===== config.mk =====
export PLATFORM = sky130hd
export DESIGN_NAME = cla_pipe_adder16
export DESIGN_NICKNAME = d
export VERILOG_FILES = /design/src/rtl/cla_pipe_adder16.sv
export SDC_FILE = /design/constraint.sdc
export NUM_CORES = 1
export LEC_CHECK = 0
export BUFFER_PORTS_ARGS = -buffer_cell sky130_fd_sc_hd__buf_2
export CORE_ASPECT_RATIO = 0.9
export CORE_UTILIZATION = 53
export CTS_CLUSTER_DIAMETER = 80
export CTS_CLUSTER_SIZE = 8
export DETAILED_ROUTE_END_ITERATION = 16
export PLACE_DENSITY = 0.71
export SETUP_SLACK_MARGIN = 0.15
export SYNTH_ARGS = -nofsm -noshare
export SYNTH_HDL_FRONTEND = slang
export SYNTH_SLANG_ARGS = --single-unit

===== constraint.sdc =====
create_clock -name clk -period 8.1 [get_ports clk]
set_input_delay 1.62 -clock clk [delete_from_list [all_inputs] [get_ports clk]]
set_output_delay 1.62 -clock clk [all_outputs]
set_load 0.02 [all_outputs]

===== src/rtl/cla_pipe_adder16.sv =====
// Pipelined adder: one 4-bit carry-lookahead nibble resolved per stage, carry registered between stages.
// Optional feature macro: CLA_PIPE_OVERFLOW_EN builds the signed-overflow flag; otherwise overflow is tied low.
module cla_pipe_adder16 #(
  parameter int NIBBLES = 4
) (
  input  logic                   clk,
  input  logic                   rst,
  input  logic                   in_valid,
  output logic                   in_ready,
  input  logic [4*NIBBLES-1:0]   a,
  input  logic [4*NIBBLES-1:0]   b,
  input  logic                   cin,
  output logic                   out_valid,
  input  logic                   out_ready,
  output logic [4*NIBBLES-1:0]   sum,
  output logic                   cout,
  output logic                   overflow
);

  localparam int W = 4 * NIBBLES;
  localparam int L = NIBBLES - 1;

  logic [NIBBLES-1:0] r_vld;
  logic [NIBBLES-1:0] r_cy;
  logic [W-1:0]       r_a   [NIBBLES];
  logic [W-1:0]       r_b   [NIBBLES];
  logic [W-1:0]       r_sum [NIBBLES];

  logic [NIBBLES-1:0] w_src_vld;
  logic [NIBBLES-1:0] w_src_cy;
  logic [W-1:0]       w_src_a   [NIBBLES];
  logic [W-1:0]       w_src_b   [NIBBLES];
  logic [W-1:0]       w_src_sum [NIBBLES];
  logic [W-1:0]       w_nxt_sum [NIBBLES];
  logic [5:0]         w_nib     [NIBBLES];
  logic               w_adv;

  // Returns {carry into bit 3, carry out of bit 3, 4-bit sum}.
  function automatic logic [5:0] cla4(input logic [3:0] x, input logic [3:0] y, input logic c0);
    logic [3:0] g;
    logic [3:0] p;
    logic [4:0] c;
    g    = x & y;
    p    = x ^ y;
    c[0] = c0;
    c[1] = g[0] | (p[0] & c0);
    c[2] = g[1] | (p[1] & g[0]) | (p[1] & p[0] & c0);
    c[3] = g[2] | (p[2] & g[1]) | (p[2] & p[1] & g[0]) | (p[2] & p[1] & p[0] & c0);
    c[4] = g[3] | (p[3] & g[2]) | (p[3] & p[2] & g[1]) | (p[3] & p[2] & p[1] & g[0])
         | (p[3] & p[2] & p[1] & p[0] & c0);
    return {c[3], c[4], p ^ c[3:0]};
  endfunction

  // A single global advance keeps every token in lockstep, so bubbles collapse only when S4 is free.
  assign w_adv     = !r_vld[L] || out_ready;
  assign in_ready  = w_adv;
  assign out_valid = r_vld[L];
  assign sum       = r_sum[L];
  assign cout      = r_cy[L];

  always_comb begin
    w_src_vld = '0;
    w_src_cy  = '0;
    for (int k = 0; k < NIBBLES; k++) begin
      w_src_a[k]   = '0;
      w_src_b[k]   = '0;
      w_src_sum[k] = '0;
      w_nxt_sum[k] = '0;
      w_nib[k]     = '0;
    end

    w_src_vld[0] = in_valid;
    w_src_cy[0]  = cin;
    w_src_a[0]   = a;
    w_src_b[0]   = b;
    for (int k = 1; k < NIBBLES; k++) begin
      w_src_vld[k] = r_vld[k-1];
      w_src_cy[k]  = r_cy[k-1];
      w_src_a[k]   = r_a[k-1];
      w_src_b[k]   = r_b[k-1];
      w_src_sum[k] = r_sum[k-1];
    end

    for (int k = 0; k < NIBBLES; k++) begin
      w_nib[k]     = cla4(w_src_a[k][4*k +: 4], w_src_b[k][4*k +: 4], w_src_cy[k]);
      w_nxt_sum[k] = w_src_sum[k];
      w_nxt_sum[k][4*k +: 4] = w_nib[k][3:0];
    end
  end

  always_ff @(posedge clk or posedge rst) begin
    if (rst) begin
      r_vld <= '0;
      r_cy  <= '0;
      for (int k = 0; k < NIBBLES; k++) begin
        r_a[k]   <= '0;
        r_b[k]   <= '0;
        r_sum[k] <= '0;
      end
    end else if (w_adv) begin
      r_vld <= w_src_vld;
      for (int k = 0; k < NIBBLES; k++) begin
        r_cy[k]  <= w_nib[k][4];
        r_a[k]   <= w_src_a[k];
        r_b[k]   <= w_src_b[k];
        r_sum[k] <= w_nxt_sum[k];
      end
    end
  end

`ifdef CLA_PIPE_OVERFLOW_EN
  logic r_ovf;

  always_ff @(posedge clk or posedge rst) begin
    if (rst) begin
      r_ovf <= 1'b0;
    end else if (w_adv) begin
      r_ovf <= w_nib[L][5] ^ w_nib[L][4];
    end
  end

  assign overflow = r_ovf;
`else
  assign overflow = 1'b0;
`endif

endmodule


==> results of run 1 <==
## final timing paths
check	end	slack, ns	start
worst max register to register	r_a[56]$_DFFE_PP0P_	5.84	r_vld[3]$_DFFE_PP0P_
min in group asynchronous	sum[15]$_DFFE_PP0P_	1.32	rst
worst min-delay path	sum[3]$_DFFE_PP0P_	0.47	sum[3]$_DFFE_PP0P_
worst min register to register	sum[3]$_DFFE_PP0P_	0.47	sum[3]$_DFFE_PP0P_
worst max-delay path	in_ready	3.69	out_ready
max in group asynchronous	r_a[43]$_DFFE_PP0P_	5.73	rst
## cells by family after synthesis
family	Yosys count
adder cells (fa/ha/maj)	20
AO/OA/AOI/OAI	54
XOR/XNOR	8
buffers and inverters	52
other	1
flip-flops	96
AND/OR/NAND/NOR	235
## layout by cell type (no fill, tap or decap), drive strengths merged
cell type | netlist | layout
clkinv | 0 | 2
a211oi | 8 | 8
nand2b | 1 | 1
a21o | 4 | 4
xor2 | 4 | 4
inv | 14 | 13
fa | 4 | 4
nand2 | 221 | 221
bufinv | 0 | 1
buf | 31 | 58
nor2b | 1 | 1
o21bai | 4 | 4
xnor2 | 4 | 4
dfrtp | 96 | 96
nor2 | 12 | 12
a21oi | 16 | 16
o21ai | 22 | 22
ha | 16 | 16
clkinvlp | 0 | 1
conb | 1 | 1
clkbuf | 7 | 12
## layer usage
| metal | up-vias | share of wire |
|---|---|---|
| li1 | 1500 | - |
| met1 | 1318 | 0.50 |
| met2 | 58 | 0.45 |
| met3 | 6 | 0.037 |
| met4 | 0 | 0.011 |
| met5 | - | 0 |
## power breakdown
group	total, mW	internal [mW]	switching [mW]
Sequential	0.797	0.688	0.109
Combinational	0.691	0.276	0.414
Clock	0.300	0.149	0.150
## layout make-up
| type | count | area (sq um) | area share |
|---|---|---|---|
| Tap cell | 99 | 124 | 0.0264 |
| Inverter | 14 | 56.3 | 0.0120 |
| Multi-Input combinational cell | 318 | 1630 | 0.347 |
| Sequential cell | 96 | 2400 | 0.511 |
| Clock inverter | 3 | 42.5 | 0.00905 |
| Clock buffer | 12 | 145 | 0.0309 |
| Timing Repair Buffer | 58 | 298 | 0.0634 |
## per-stage QoR
step,power (mW),area (sq um)
final,1.79,4700
after global routing,1.95,4700
after CTS,1.81,4700
after detailed placement,1.51,4510
after global placement,1.47,4510
after floorplan,1.42,4380
## flip-flops by register name, summed over array words and instances (netlist names)
name / cells
r_a: 24
sum: 16
r_cy: 4
r_vld: 4
r_b: 24
r_sum: 24
## worst reg2reg max path: cells and delay by family (launching register included)
| kind | cells | cell delay [ns] |
|---|---|---|
| DFF | 1 | 0.38 |
| and+or+nand+nor | 3 | 0.50 |
| buffers and inverters | 3 | 1.32 |
==> flow_summary.yaml, run 1 <==
setup_path:
  slowest_stage: "buf_4"
  crit_top_cell: "buf_2"
  r2r_cells: 6
  crit_path_cell_trace: "buf_2 > nor2b_4 > buf_4 > clkinv_2 > buf_2"
  cp_num_buf_inv: 4
  critPathArrivalTime_ns: 2.79
  end_kind: "output port"
  slowest_delay_ns: 0.61
  required_ns: 6.48
  critPathKind: "in2out"
  startpoint_type: "primary input"
  cp_num_cells: 5
  path_delay_family: "buffers and inverters"
  cp_max_fo: 82
global_route:
  grt_pass1_vias: 2724
  grt_first_pass_wirelength_mm: 12.0
  met2_usage: 0.281
  antenna_found_initial: 0
  grt_overflow: 0
  grt_max_degree: 111
  use_met1: 0.238
  grt_usage: 0.174
  grtUsageMet3: 0.0308
  busiest_layer: "met2"
status:
  status: "complete, but fails checks"
  violations: "design-rule violations"
synthesis:
  synthMuxAreaShare: 0
  synth-compound-area-share: 0.0874
  synth_top_family_by_area: "simple AND/OR/NAND/NOR gates"
  synth_area_leader_cell: "dfrtp_1"
  yosys_warnings: 0
  synthCells: 466
  synth_top_area_share: 0.549
  synth_most_common_cell: "nand2_1"
  yosysSeqAreaShare: 0.549
  ys_top_cells_by_area: "dfrtp_1, nand2_1, ha_1"
  yosys.area_share.simple: 0.204
  ys.flop_type: "dfrtp_1"
  synthArstFlopShare: 1.00
  synth_nets: 523
  synthDistinctLibCells: 25
  ys_seq_elements: 96
  avgSynthCellArea_sq_um: 9.40
  ys_top_cells_by_count: "nand2_1, dfrtp_1, o21ai_1"
  synthAdderAreaFrac: 0.0640
  syn-cell-area_sq_mm: 0.00438
  synth_edf_count: 0
  synth-xor-area-share: 0.0160
pwr:
  peakVddDrop_v: 0.000160
  p_leak_nw: 2.50
  powerDensity_mw_per_mm2: 380
worst_hold_path:
  hp-class: "reg2reg"
  holdPathStages: 2
sta:
  rsz0062_at_grt: "no"
  fin_setup_tns_ns: 0
  max_freq_ghz: 0.227
  setup_violations: 0
  finalMaxSlewViolations: 0
  fin_crit_sh: 0.544
  finalClockSkew_ns: 0.00748
  setup_ws_ns: 3.69
  worst-slew-pin-transition_ns: 1.10
  hold_ws_ns: 0.467
  finalCriticalPeriod_ns: 4.41
  final-hold-violation-count: 0
  maxSlewHeadroom: 0.266
route:
  routed_wirelength_mm: 6.69
  drt_iter0_markers: 118
  avgViaCountPerCell: 4.80
  avgRoutedWirePerCell_um: 11.2
  dr.pass1.iters: 10
  drc: 2
  vias: 2882
  drtAntennaViolNets: 0
floorplanning:
  die_w_um: 97.8
  dieArea_sq_mm: 0.00863
  core_area_sq_mm: 0.00803
  rows: 31
  die-height_um: 88.2
  num_io_pins: 57
  initial_utilization: 0.545
placement:
  preCtsSetupSlack_ns: 3.67
  gp_congestion: 0.732
  hpwl_mm: 4.31
  port_buffers: 55
  dpl.cell_count: 585
cells_and_area:
  fin_util: 0.585
  drive_gt1_frac: 0.184
  fill_cells: 737
  fin_cells: 600
  diodes: 0
  area_growth_pct: 7.31
  finalNetCount: 554
clocking:
  cts.sinks: 96
  root_buffer: "clkbuf_8"
  post-cts-setup-buffer-count: 0
  ctsHtreeMaxLevel: 3
  cts_resized: 0
  numCtsBuffers: 9
  holdBufCountCts: 0
  cts_buffer_depth: 2
  cts_tree: "built"
  clkLatencyLatePin_ns: 0.34
  clk_pin_slew_ns: 0.08
job:
  maxCapViolCount: 0
(Power assumes the default switching activity.)
==> inputs of run 2 (changes only) <==
clock period = 4.4 ns   (was 8.1 ns; I/O delays follow)
==> flow_summary.yaml, run 2 (same netlist as run 1, synthesis figures left out) <==
status:
  status: "complete, but fails checks"
  violations: "design-rule violations"
floorplanning:
  dieArea_sq_mm: 0.00863
  core_area_sq_mm: 0.00803
  num_io_pins: 57
  die_w_um: 97.8
  initial_utilization: 0.545
  die-height_um: 88.2
  rows: 31
pwr:
  total_power_mw: 3.32
  powerDensity_mw_per_mm2: 703
  peakVddDrop_v: 0.000260
  p_leak_nw: 2.51
sta:
  setup_violations: 0
  fin_setup_tns_ns: 0
  maxSlewHeadroom: 0.277
  fin_crit_sh: 0.519
  max_freq_ghz: 0.438
  worst-slew-pin-transition_ns: 1.08
  finalCriticalPeriod_ns: 2.29
  final-hold-violation-count: 0
  rsz0062_at_grt: "no"
  finalMaxSlewViolations: 0
  finalClockSkew_ns: 0.00484
setup_path:
  critPathKind: "in2out"
  required_ns: 3.52
  cp_num_buf_inv: 3
  critPathArrivalTime_ns: 1.41
  slowest_stage: "nor2b_4"
  end_kind: "output port"
  crit_path_cell_trace: "buf_2 > nor2b_4 > clkinv_2 > buf_2"
  slowest_delay_ns: 0.17
  cp_max_fo: 2
  path_delay_family: "buffers and inverters"
  startpoint_type: "primary input"
  crit_top_cell: "buf_2"
route:
  drtAntennaViolNets: 0
  avgRoutedWirePerCell_um: 11.4
  drt_iter0_markers: 137
  vias: 2869
  dr.pass1.iters: 12
  routed_wirelength_mm: 6.83
  drc: 2
  avgViaCountPerCell: 4.77
cells_and_area:
  reg_top3: "r_a x24, r_b x24, r_sum x24"
  finalNetCount: 554
  fin_util: 0.588
  layout_common_cells: "nand2_1, dfrtp_1, buf_2, o21ai_1, ha_1"
  fill_cells: 725
  mostFrequentLayoutCell: "nand2_1"
  drive_gt1_frac: 0.189
  diodes: 0
  area_growth_pct: 7.71
clocking:
  numCtsBuffers: 9
  cts_resized: 0
  holdBufCountCts: 0
  clkLatencyLatePin_ns: 0.36
  ctsHtreeMaxLevel: 3
  cts.sinks: 96
  cts_buffer_depth: 2
  cts_tree: "built"
  root_buffer: "clkbuf_8"
  post-cts-setup-buffer-count: 0
  clk_pin_slew_ns: 0.09
global_route:
  antenna_found_initial: 0
  grt_pass1_vias: 2707
  grt_max_degree: 111
  grt_overflow: 0
  grt_usage: 0.177
  grt_first_pass_wirelength_mm: 12.0
placement:
  gp_congestion: 0.718
  hpwl_mm: 4.46
  port_buffers: 55
job:
  maxCapViolCount: 0
worst_hold_path:
  hp-class: "reg2reg"
## run 2: changes by cell type in the layout (fill, tap and decap cells not counted), sizes merged
cell      change
clkbuf        -2
clkinvlp      +1
inv           +1
clkinv        +1
## run 2: routing by layer
| metal | global-route usage | part of all wire |
|---|---|---|
| met3 | 0.0482 | 0.036 |
| met4 | 0.0496 | 0.010 |
| met1 | 0.228 | 0.48 |
| met5 | 0 | 0 |
| met2 | 0.299 | 0.47 |
## run 2: where the power goes
group | switching [mW] | total (mW) | internal [mW]
clock | 0.299 | 0.579 | 0.280
sequential | 0.201 | 1.47 | 1.27
combinational | 0.762 | 1.27 | 0.509
total | 1.26 | 3.32 | 2.05
## run 2: final cells by class
type,instances,area [sq um],area share
multi-input cells,318,1630,0.346
well taps,99,124,0.0263
repair buffers,58,298,0.0631
clock inverters,6,67.6,0.0143
inverters,14,56.3,0.0119
clock buffers,10,138,0.0292
flip-flops and latches,96,2400,0.509
## run 2: final timing paths
path / slack [ns] / endpoint / startpoint / cells after the start
worst max-delay path: 2.11 / in_ready / out_ready / 4
worst min-delay path: 0.47 / sum[5]$_DFFE_PP0P_ / sum[5]$_DFFE_PP0P_ / 2
worst max register to register: 2.59 / r_sum[26]$_DFFE_PP0P_ / r_vld[3]$_DFFE_PP0P_ / 5
worst min register to register: 0.47 / sum[5]$_DFFE_PP0P_ / sum[5]$_DFFE_PP0P_ / 2
max in group asynchronous: 2.86 / sum[8]$_DFFE_PP0P_ / rst / 3
min in group asynchronous: 0.67 / sum[15]$_DFFE_PP0P_ / rst / 2
## run 2: stage by stage
| step | area, sq um | hold WS, ns | instances | worst slack, ns |
|---|---|---|---|---|
| floorplan | 4380 | 0.430 | 466 | 1.01 |
| global placement | 4510 | 0.442 | 585 | 2.09 |
| detailed placement | 4510 | 0.449 | 585 | 2.07 |
| CTS | 4720 | 0.469 | 601 | 2.10 |
| global route | 4720 | 0.489 | 601 | 2.08 |
| finish | 4720 | 0.465 | 601 | 2.11 |
## run 2: tightest hold or removal path: cells and delay by family (launching register included)
family	cells	cell delay (ns)
simple gates	2	0.09
flops	1	0.35
==> inputs of run 3 (changes only) <==
CORE_UTILIZATION = 52   (was 53)
PLACE_DENSITY = 0.73   (was 0.71)
clock period = 1.85 ns   (was 4.4 ns; I/O delays follow)
==> flow_summary.yaml, run 3 (same netlist as run 1, synthesis figures left out) <==
status:
  status: "finished, final reports clean"
setup_path:
  required_ns: 1.48
  end_kind: "output port"
  regToRegSetupSlack_ns: 0.33
  endpoint: "in_ready"
  r2r-start: "r_a[40]$_DFFE_PP0P_"
  critPathArrivalTime_ns: 1.21
  startpoint_type: "flip-flop"
  critPathKind: "reg2out"
  r2r_cells: 5
  startpoint: "r_vld[3]$_DFFE_PP0P_"
  cp_max_fo: 10
  r2r-end: "r_cy[2]$_DFFE_PP0P_"
sta:
  fin_crit_sh: 0.854
  finalMaxSlewViolations: 0
  fin_setup_tns_ns: 0
  hold_ws_ns: 0.0246
  final-hold-violation-count: 0
  max_freq_ghz: 0.633
  finalClockSkew_ns: 0.00551
  setup_violations: 0
  finalCriticalPeriod_ns: 1.58
  rsz0062_at_grt: "no"
  setup_ws_ns: 0.269
pwr:
  clkPwrFrac: 0.172
  p_leak_nw: 2.57
  combPwrFrac: 0.393
  seq_power_share: 0.435
  p_int_mw: 5.04
  peakVddDrop_v: 0.000582
  powerDensity_mw_per_mm2: 1660
  p_switching_mw: 3.00
  switching_share: 0.374
job:
  maxCapViolCount: 0
global_route:
  grt_overflow: 0
  grt_pass1_vias: 2827
  grt_usage: 0.178
  grt_first_pass_wirelength_mm: 12.3
  grt_max_degree: 82
  antenna_found_initial: 0
placement:
  place_area_sq_mm: 0.00461
  hpwl_mm: 4.66
  gp_congestion: 0.741
  preCtsSetupSlack_ns: 0.310
  port_buffers: 55
clocking:
  ctsHtreeMaxLevel: 3
  numCtsBuffers: 9
  cts.sinks: 96
  clkLatencyLatePin_ns: 0.36
  clk_pin_slew_ns: 0.09
  cts_buffer_depth: 2
  cts_tree: "built"
  root_buffer: "clkbuf_8"
cells_and_area:
  fin_util: 0.599
  layout_common_cells: "nand2_1, dfrtp_1, buf_2, o21ai_1, ha_1"
  reg_top3: "r_a x24, r_b x24, r_sum x24"
  drive_gt1_frac: 0.202
  mostFrequentLayoutCell: "nand2_1"
  finalNetCount: 563
  diodes: 0
  design_area_sq_mm: 0.00485
  area_growth_pct: 10.8
floorplanning:
  dieArea_sq_mm: 0.00879
  die_w_um: 98.7
  initial_utilization: 0.540
  die-height_um: 89.1
  num_io_pins: 57
  core_area_sq_mm: 0.00811
  rows: 31
route:
  avgRoutedWirePerCell_um: 11.2
  vias: 2950
  routed_wirelength_mm: 6.85
  drc: 0
  dr.pass1.iters: 4
  drt_iter0_markers: 121
  avgViaCountPerCell: 4.84
  drtAntennaViolNets: 0
worst_hold_path:
  hp-class: "in2async"
run 3: per-layer routing:
metal  part of all wire  track usage  routed length [um]  vias up
met5                  0            0                   0        -
li1                   -            -                   -     1518
met3              0.036       0.0532                 249       10
met1               0.50        0.230                3450     1369
met4              0.016       0.0678                 112        0
met2               0.44        0.290                3040       53
run 3: through the flow:
step	std cells	power (mW)
2_1_floorplan	466	6.23
3_3_place_gp	589	6.56
3_5_place_dp	589	6.69
4_1_cts	604	8.11
5_1_grt	609	8.77
6_report	609	8.04
run 3: worst min path at each step:
stage	startpoint	endpoint	cells after the start
2_1_floorplan	r_vld[2]$_DFFE_PP0P_	r_vld[2]$_DFFE_PP0P_	2
3_3_place_gp	rst	r_sum[22]$_DFFE_PP0P_	2
3_5_place_dp	rst	r_sum[22]$_DFFE_PP0P_	2
4_1_cts	rst	r_sum[22]$_DFFE_PP0P_	2
5_1_grt	rst	r_b[52]$_DFFE_PP0P_	2
6_report	rst	r_sum[34]$_DFFE_PP0P_	2
run 3: layout make-up:
cell class	instances	area (sq um)
multi-input cells	318	1630
clock inverters	4	53.8
well taps	99	124
fillers	688	3250
repair buffers	67	428
clock buffers	11	151
inverters	14	61.3
flip-flops and latches	96	2400
run 3: timing repair:
action | 4_1_cts | 5_1_grt
hold buffers | 0 | 0
buffers inserted | 0 | 5
endpoints found under the setup margin | 1 | 1
resized for setup | 1 | 0
run 3: power groups by stage:
| stage | Combinational (mW) | Sequential [mW] | Clock [mW] |
|---|---|---|---|
| after floorplan | 2.79 | 3.44 | 0 |
| after global placement | 3.06 | 3.50 | 0 |
| after detailed placement | 3.16 | 3.54 | 0 |
| after CTS | 3.17 | 3.50 | 1.44 |
| after global routing | 3.63 | 3.62 | 1.52 |
| final | 3.16 | 3.50 | 1.38 |
run 3: critical path, stage by stage (launching register included):
cell and delay, ns:
dfrtp_1 0.34, nor2b_4 0.21, clkinv_4 0.12, buf_2 0.18
